<file path="config.mk">
export PLATFORM = sky130hd
export DESIGN_NAME = conv_seq_ctrl
export DESIGN_NICKNAME = d
export VERILOG_FILES = /design/src/rtl/conv_seq_ctrl.sv
export SDC_FILE = /design/constraint.sdc
export NUM_CORES = 1
export LEC_CHECK = 0
export BUFFER_PORTS_ARGS = -buffer_cell sky130_fd_sc_hd__buf_2
export CORE_AREA = 10 10 94 96
export DETAILED_ROUTE_END_ITERATION = 12
export DIE_AREA = 0 0 104 106
export GPL_TIMING_DRIVEN = 0
export PLACE_DENSITY = 0.86
export SETUP_SLACK_MARGIN = 0.05
export SYNTH_ARGS = -nofsm -noshare
export SYNTH_HDL_FRONTEND = slang
export SYNTH_SLANG_ARGS = --single-unit
</file>
<file path="constraint.sdc">
create_clock -name clk -period 3.6 [get_ports clk]
set_input_delay 0.72 -clock clk [delete_from_list [all_inputs] [get_ports clk]]
set_output_delay 0.72 -clock clk [all_outputs]
set_load 0.02 [all_outputs]
</file>
<file path="src/rtl/conv_seq_ctrl.sv">
// Conversion sequencer for the ADC/CIC/FIR chain: channel mask, settle with CIC
// clear, filter flush with output gating, and single-shot bursts with a done pulse.
module conv_seq_ctrl #(
    parameter int NUM_CH   = 4,
    parameter int SETTLE_W = 8,
    parameter int CNT_W    = 16
) (
    input  logic                clk,
    input  logic                rst_n,
    input  logic                conv_en_i,
    input  logic                mode_i,
    input  logic [NUM_CH-1:0]   ch_mask_i,
    input  logic [SETTLE_W-1:0] settle_cycles_i,
    input  logic [SETTLE_W-1:0] flush_cycles_i,
    input  logic [CNT_W-1:0]    burst_len_i,
    input  logic                sample_valid_i,
    output logic [NUM_CH-1:0]   adc_en_o,
    output logic                cic_en_o,
    output logic                cic_clr_o,
    output logic                fir_en_o,
    output logic                data_gate_o,
    output logic                busy_o,
    output logic                done_o,
    output logic [CNT_W-1:0]    sample_cnt_o
);

    typedef enum logic [2:0] {IDLE, SETTLE, FLUSH, RUN, DONE} state_e;

    state_e              state_q, state_d;
    logic [SETTLE_W-1:0] cnt_q, cnt_d;
    logic [SETTLE_W-1:0] flush_q, flush_d;
    logic [NUM_CH-1:0]   mask_q, mask_d;
    logic                mode_q, mode_d;
    logic [CNT_W-1:0]    blen_q, blen_d;
    logic [CNT_W-1:0]    sample_cnt_q, sample_cnt_d;
    logic [NUM_CH-1:0]   adc_en_q;
    logic                cic_en_q, cic_clr_q, fir_en_q, data_gate_q, busy_q, done_q;

    logic [CNT_W-1:0] blen_eff;
    logic [CNT_W-1:0] cnt_inc;
    logic             active_d;

    assign blen_eff = (blen_q == '0) ? CNT_W'(1) : blen_q;
    assign cnt_inc  = (&sample_cnt_q) ? sample_cnt_q : sample_cnt_q + CNT_W'(1);

    always_comb begin
        // NOTE: every variable gets a default before the case so no latch is inferred.
        state_d      = state_q;
        cnt_d        = cnt_q;
        flush_d      = flush_q;
        mask_d       = mask_q;
        mode_d       = mode_q;
        blen_d       = blen_q;
        sample_cnt_d = sample_cnt_q;
        unique case (state_q)
            IDLE: begin
                if (conv_en_i && (ch_mask_i != '0)) begin
                    mask_d       = ch_mask_i;
                    mode_d       = mode_i;
                    blen_d       = burst_len_i;
                    flush_d      = flush_cycles_i;
                    sample_cnt_d = '0;
                    cnt_d        = (settle_cycles_i == '0) ? '0 : settle_cycles_i - SETTLE_W'(1);
                    state_d      = SETTLE;
                end
            end
            SETTLE: begin
                if (!conv_en_i) begin
                    state_d = IDLE;
                end else if (cnt_q != '0) begin
                    cnt_d = cnt_q - SETTLE_W'(1);
                end else if (flush_q != '0) begin
                    cnt_d   = flush_q - SETTLE_W'(1);
                    state_d = FLUSH;
                end else begin
                    state_d = RUN;
                end
            end
            FLUSH: begin
                if (!conv_en_i)          state_d = IDLE;
                else if (cnt_q != '0)    cnt_d   = cnt_q - SETTLE_W'(1);
                else                     state_d = RUN;
            end
            RUN: begin
                if (sample_valid_i) sample_cnt_d = cnt_inc;
                // The final burst sample outranks a simultaneous conv_en drop.
                if (mode_q && sample_valid_i && (cnt_inc >= blen_eff)) state_d = DONE;
                else if (!conv_en_i)                                   state_d = IDLE;
            end
            DONE: begin
                if (!conv_en_i) state_d = IDLE;
            end
            default: state_d = IDLE;
        endcase
    end

    assign active_d = (state_d == SETTLE) || (state_d == FLUSH) || (state_d == RUN);

    // NOTE: sequential state uses non-blocking assignments only.
    always_ff @(posedge clk or negedge rst_n) begin
        if (!rst_n) begin
            state_q      <= IDLE;
            cnt_q        <= '0;
            flush_q      <= '0;
            mask_q       <= '0;
            mode_q       <= 1'b0;
            blen_q       <= '0;
            sample_cnt_q <= '0;
            adc_en_q     <= '0;
            cic_en_q     <= 1'b0;
            cic_clr_q    <= 1'b0;
            fir_en_q     <= 1'b0;
            data_gate_q  <= 1'b0;
            busy_q       <= 1'b0;
            done_q       <= 1'b0;
        end else begin
            state_q      <= state_d;
            cnt_q        <= cnt_d;
            flush_q      <= flush_d;
            mask_q       <= mask_d;
            mode_q       <= mode_d;
            blen_q       <= blen_d;
            sample_cnt_q <= sample_cnt_d;
            adc_en_q     <= active_d ? mask_d : '0;
            cic_clr_q    <= (state_d == SETTLE);
            cic_en_q     <= (state_d == FLUSH) || (state_d == RUN);
            fir_en_q     <= (state_d == FLUSH) || (state_d == RUN);
            data_gate_q  <= (state_d == RUN);
            busy_q       <= active_d;
            done_q       <= (state_q == RUN) && (state_d == DONE);
        end
    end

    assign adc_en_o     = adc_en_q;
    assign cic_en_o     = cic_en_q;
    assign cic_clr_o    = cic_clr_q;
    assign fir_en_o     = fir_en_q;
    assign data_gate_o  = data_gate_q;
    assign busy_o       = busy_q;
    assign done_o       = done_q;
    assign sample_cnt_o = sample_cnt_q;

endmodule
</file>
Word-level counts from Yosys, hierarchy flattened. Cells that the tools add are included. W data, S select, Z words.

Register bits: 65. Input bits: 41.

Eq/ne operators: 14. Add/subtract/negate cells: 4. $lt $le $gt $ge: 1. Muxes and demuxes: 25. Reductions and logical operators: 19.

Operators with widths (count): $mux W16 (4); $mux W8 (7); $pmux W16 S2 (1); $pmux W8 S3 (1); $sub A8 B1 Y8 const B (3); $mux W3 (7); $add A16 B1 Y16 const B (1); $ge A16 B16 Y1 (1); $logic_not A16 Y1 (1); $reduce_and A16 Y1 (1); $reduce_bool A8 Y1 (2); $pmux W3 S5 (1); $eq A3 B2 Y1 const B (4); $mux W4 (3); $ne A2 B2 Y1 const B (5); $logic_not A8 Y1 (1); $eq A3 B1 Y1 const B (2); $eq A3 B3 Y1 const B (2); $reduce_and A6 Y1 (1); $logic_and A1 B1 Y1 (4); $reduce_bool A4 Y1 (1); $logic_not A3 Y1 (1); $logic_or A1 B1 Y1 (3); $ne A3 B3 Y1 const B (1); 5 further kinds (5).

Longest topological paths before layout.
Depth in word-level cells: 10. Gate-level depth with buffers: 14. Mapped depth without buffers: 14.

Worst setup path before layout. OpenSTA, ideal clock, no wires.

Kind: register to register. Start point: register sample_cnt_q[0] (netlist: sample_cnt_o[0]). End point: register data_gate_q (netlist: data_gate_o). Stages on the path, launching flop included: 13. Required time: 3.469 ns. Buffers on the path: 0. Setup time: 0.131 ns. Setup slack: 0.488 ns. Data arrival time: 2.981 ns. Cells stage by stage: dfrtp_1 ha_1 nand3_1 nor3_2 nand2_1 mux2_2 ha_1 nand2_1 o21ai_0 a41oi_1 o41ai_1 a31o_2 o21ai_0.

Cells in the longest elaborated chain, start to end: 7. Elaborated cells between the ends (all ways): 8.

RTL lines: start: declaration (line 35) `logic [CNT_W-1:0] sample_cnt_q, sample_cnt_d;`; start signal: assignment (line 123) `sample_cnt_q <= sample_cnt_d;`; $add A16 B1 Y16 or $reduce_and A16 Y1 (tied branches) (line 44) `assign cnt_inc = (&sample_cnt_q) ? sample_cnt_q : sample_cnt_q + CNT_W'(1);`; $mux W16 (*) (line 44); $ge A16 B16 Y1 (*) (line 87) `if (mode_q && sample_valid_i && (cnt_inc >= blen_eff)) state_d = DONE;`; $logic_and A1 B1 Y1 (*) (line 87); $mux W3 (*) (line 87); $pmux W3 S5 (*) (line 55) `unique case (state_q)`; $eq A3 B2 Y1 (*) (line 128) `data_gate_q <= (state_d == RUN);`; end signal: assignment (line 128); end: declaration (line 37) `logic cic_en_q, cic_clr_q, fir_en_q, data_gate_q, busy_q, done_q;`.

Mark *: on every way between the ends. The rest lies on a longest branch, timed or not. A chain may end at the register's enable or synchronous reset.

Final worst setup path.
Start point: register sample_cnt_q[0] (netlist: sample_cnt_o[0]). End point: register adc_en_q[0] (netlist: adc_en_o[0]).

Cells in the longest elaborated chain, start to end: 10. Elaborated cells between the ends (all ways): 13.

RTL lines: $add A16 B1 Y16 or $reduce_and A16 Y1 (tied branches) (line 44); $mux W16 (*) (line 44); $ge A16 B16 Y1 (*) (line 87); $logic_and A1 B1 Y1 (*) (line 87); $mux W3 (*) (line 87); $pmux W3 S5 (*) (line 55); $eq A3 B1 Y1 or $eq A3 B2 Y1 (tied branches) (line 97) `assign active_d = (state_d == SETTLE) || (state_d == FLUSH) || (state_d == RUN);`; $logic_or A1 B1 Y1 (line 97); $logic_or A1 B1 Y1 (*) (line 97); $mux W4 (*) (line 124) `adc_en_q <= active_d ? mask_d : '0;`; end signal: assignment (line 124); end: declaration (line 36) `logic [NUM_CH-1:0] adc_en_q;`.

Marks and branches as above.

==> metrics.md <==
| Metric | Value |
|---|---|
| Synth area leaders | dfrtp_1 (42%), ha_1 (6.5%), nand2_1 (6.0%) |
| Top delay family on crit path | compound AO/OA/AOI/OAI gates |
| Post-Route Setup TNS | 0 ps |
| H-tree depth | 3 |
| Final hold vios | 0 |
| Worst-path clk slew | approximately 70 ps |
| Mapped Cells | ~430 |
| Final Cycle Share | slightly above 90% |
| Critical Path RT | roughly 3800 ps |
| Post-route ant nets | 0 |
| DR pass1 iterations | 4 |
| Combinational power share | a little over a third |
| Type of the worst min-delay path | input pin to async pin |
| Switching share of total power | between 30% and 40% |
| Drt initial violations | 186 |
| Relative slew slack | a little under half |
| Clock Skews | 4.08 ps |
| Crit-path cells | ha_2, nand3_1, nor3_4, nand2_1, mux2_2, ha_1, nand2_1, o21ai_0, a41oi_1, o41ai_4, a31o_4, a21boi_0 |
| Clk sinks | 65 |
| Worst-skew pair later-pin latency | 350 ps |
| CP most frequent cell | nand2_1 |
| RSZ-0062 raised after global routing | no |
| WP buf/inv | 0 |
| DR vias | approximately 3600 |
| Via-to-Cell Ratio | 5.85 |
| Synth top area share | a little over two fifths |
| Largest net degree at the start of global routing | 66 |
| Number of port buffers | 66 |
| Clk pwr share | around 23% |
| Net Sw Power | slightly above 0.001 W |
| Antenna Diode Count | 0 |
| Slowest-stage cell, CP | dfrtp_1 |
| YS warnings | 0 |
| R2R depth | 12 |
| Nets | about 560 |
| Met3 global-route usage | under 10% |
| CP endpoint kind | register |
| Synth area leader | dfrtp_1 |
| Global Route met2 Usage | about a third |
| Post-synth ARST share | 100% |
| Crit path DAT | between 3000 and 4000 ps |
| Initial Utilization | a little over half |
| Die height | approximately 110 um |
| R2R Setup Slk | 280 ps |
| RR Endpoint | adc_en_o[0] |
| Core outline area | just over 7000 um^2 |
| Post-Route WL | about 10 mm |
| Crit Path Category | register to register |
| Die area | roughly 11000 um^2 |
| Placer Congestion | around 0.88 |
| GR peak layer | met2 |
| Met1 GRT Util | between 10% and 20% |
| Total track usage | 18.0% |
| CTS tree | yes |
| Share of post-route cells with drive strength above 1 | approximately 23% |
| IO Pins | between 60 and 70 |
| Synth unique cells | 60 |
| Outcome | completed |
| Highest ir drop seen on vdd | roughly 0.4 mV |
| Lkg Pwr | 2.23 nW |
| Post-DP HPWL | approximately 7.6 mm |
| Cell Area, Synth | approximately 3900 um^2 |
| Final Setup Violations | 0 |
| Final Critical Period | around 3300 ps |
| Peak Freq | approximately 0.3 GHz |
| Seq cells post-synth | between 60 and 70 |
| Slew Limit Fails | 0 |
| Internal Dissipation | 0.00166 W |
| Post-synthesis sequential area ratio | a little over two fifths |
| Crit Path Max Fanout | 9 |
| DRC viols | 0 |
| Syn nets | 486 |
| Power Dens Cells | roughly 600 nW/um^2 |
| Clock Tree Buf Depth | 2 |
| Global-route wire length before repair | between 15 and 20 mm |
| Mean Syn Cell Area | between 9 and 10 um^2 |
| Worst path max stage delay | 460 ps |
| CTS root buf | clkbuf_8 |
| Post-synth EDFFs | 0 |
| Area Overhead vs Synth | 18.6% |
| Avg WL per Cell | about 17 um |
| Worst path depth | 12 |
| Flop pwr share | between 40% and 50% |
| Setup crit start kind | register |
| Vias in the first global route | between 3000 and 4000 |
| Initial antenna violation count | 0 |
| CTS buffer count | 9 |
| Reg-to-Reg Start | sample_cnt_o[0] |
| MaxCap Viol Count | 0 |
| Tightest Pin Transition | between 800 and 900 ps |
| Final cell utilization of the core | 65.1% |
| Ys flop type | dfrtp_1 |
| Total gr overflow | 0 |
| Rows | 31 |
| Chip width | around 100 um |
## area by class of cell
class,instances,area (um^2)
fillers,589,2460
multi-input cells,325,2170
flip-flops and latches,65,1630
repair buffers,67,340
clock buffers,9,124
well taps,99,124
inverters,23,86.3
clock inverters,7,71.3
plain buffers,12,53.8
## flip-flops by register name, summed over array words and instances (netlist names), 3 cells and up
register and cells:
state_q 3, cnt_q 8, adc_en_o 4, mask_q 4, flush_q 8, sample_cnt_o 16
blen_q 16
## synthesized netlist by cell type (3+ instances only)
library cell   n
a21boi_0       5
a311oi_1       4
nor4_1         7
clkbuf_1      10
mux2_2        10
nor3b_1        7
o21ai_0       37
inv_1         23
dfrtp_1       65
a21oi_1       20
nand3_1        9
o21a_1         3
nand2_1       62
nor2b_1        5
and3_1         5
xnor2_1       14
and2_1         4
nor2_1        30
nand2b_1       4
a31o_2         4
o21ai_1        3
o31ai_1        7
nor3_1         8
o22ai_1        4
nand3b_1       3
and3b_1        3
xor2_1         7
a22o_1         3
ha_1          20
## stage by stage
step	power (W)	setup slack (ps)	area [um^2]	std cells	hold WS [ps]
final	0.00269	278	4590	607	461
after global routing	0.00287	45.5	4590	607	516
after CTS	0.00268	97.8	4540	606	477
after detailed placement	0.00205	-160	4330	590	489
after global placement	0.00199	-65.3	4330	590	474
after floorplan	0.00177	488	3870	425	424
## worst register-to-register path, delay by kind of cell, from the launching register on
family | cells | cell delay [ps]
muxes | 1 | 320
DFF | 1 | 460
adders and majority gates | 2 | 560
and+or+nand+nor | 4 | 730
AOI/OAI and AO/OA | 5 | 1150
## power groups by stage
stage                     Sequential [W]  Combinational [W]  Clock, W
after floorplan                  0.00111           0.000654         0
after global placement           0.00111           0.000877         0
after detailed placement         0.00113           0.000919         0
after CTS                        0.00111           0.000938  0.000631
after global routing             0.00114            0.00106  0.000669
final                            0.00112           0.000947  0.000620
## layout by cell type (no fill, tap or decap), drive strengths merged, types with 8 or more instances in the layout
cell	count
xnor2	14
nor2	31
nand3	9
nand2	62
ha	20
clkbuf	19
dfrtp	65
nor4	8
inv	23
nor3	10
buf	69
mux2	10
o21ai	41
a21oi	22
## what timing repair did
| action | CTS | global route |
|---|---|---|
| setup buffers | 0 | 1 |
| endpoints found under the setup margin | 11 | 11 |
| pin swaps | 0 | 1 |
| resized for setup | 2 | 9 |
| hold buffers | 0 | 0 |
| cloned | 0 | 0 |
## cells by family (layout without fill, tap and decap cells)
group / Yosys count / in the layout / synth area share [%]
xor gates and xnor gates: 21 / 21 / 4.75
and+or+nand+nor: 163 / 163 / 21.3
buffers and inverters: 35 / 118 / 3.58
adders and majority gates: 20 / 20 / 6.46
muxes: 12 / 12 / 3.42
AOI/OAI and AO/OA: 109 / 109 / 18.5
DFF: 65 / 65 / 42.0
## worst max path at each step
| stage | start | to | slack [ps] |
|---|---|---|---|
| after global placement | sample_cnt_o[0] | adc_en_o[2] | -70 |
| after detailed placement | sample_cnt_o[0] | adc_en_o[2] | -160 |
| after CTS | sample_cnt_o[0] | adc_en_o[2] | 100 |
| after floorplan | sample_cnt_o[0] | data_gate_o | 490 |
| final | sample_cnt_o[0] | adc_en_o[0] | 280 |
| after global routing | sample_cnt_o[0] | adc_en_o[3] | 50 |
## routing by layer
layer	up-vias	wire length, um	share of wire [%]
met4	0	296	2.9
met1	1716	4140	41
met5	-	0	0
met3	31	567	5.6
li1	1685	-	-
met2	119	5040	50
No activity file was read; power rests on OpenSTA's default activity.
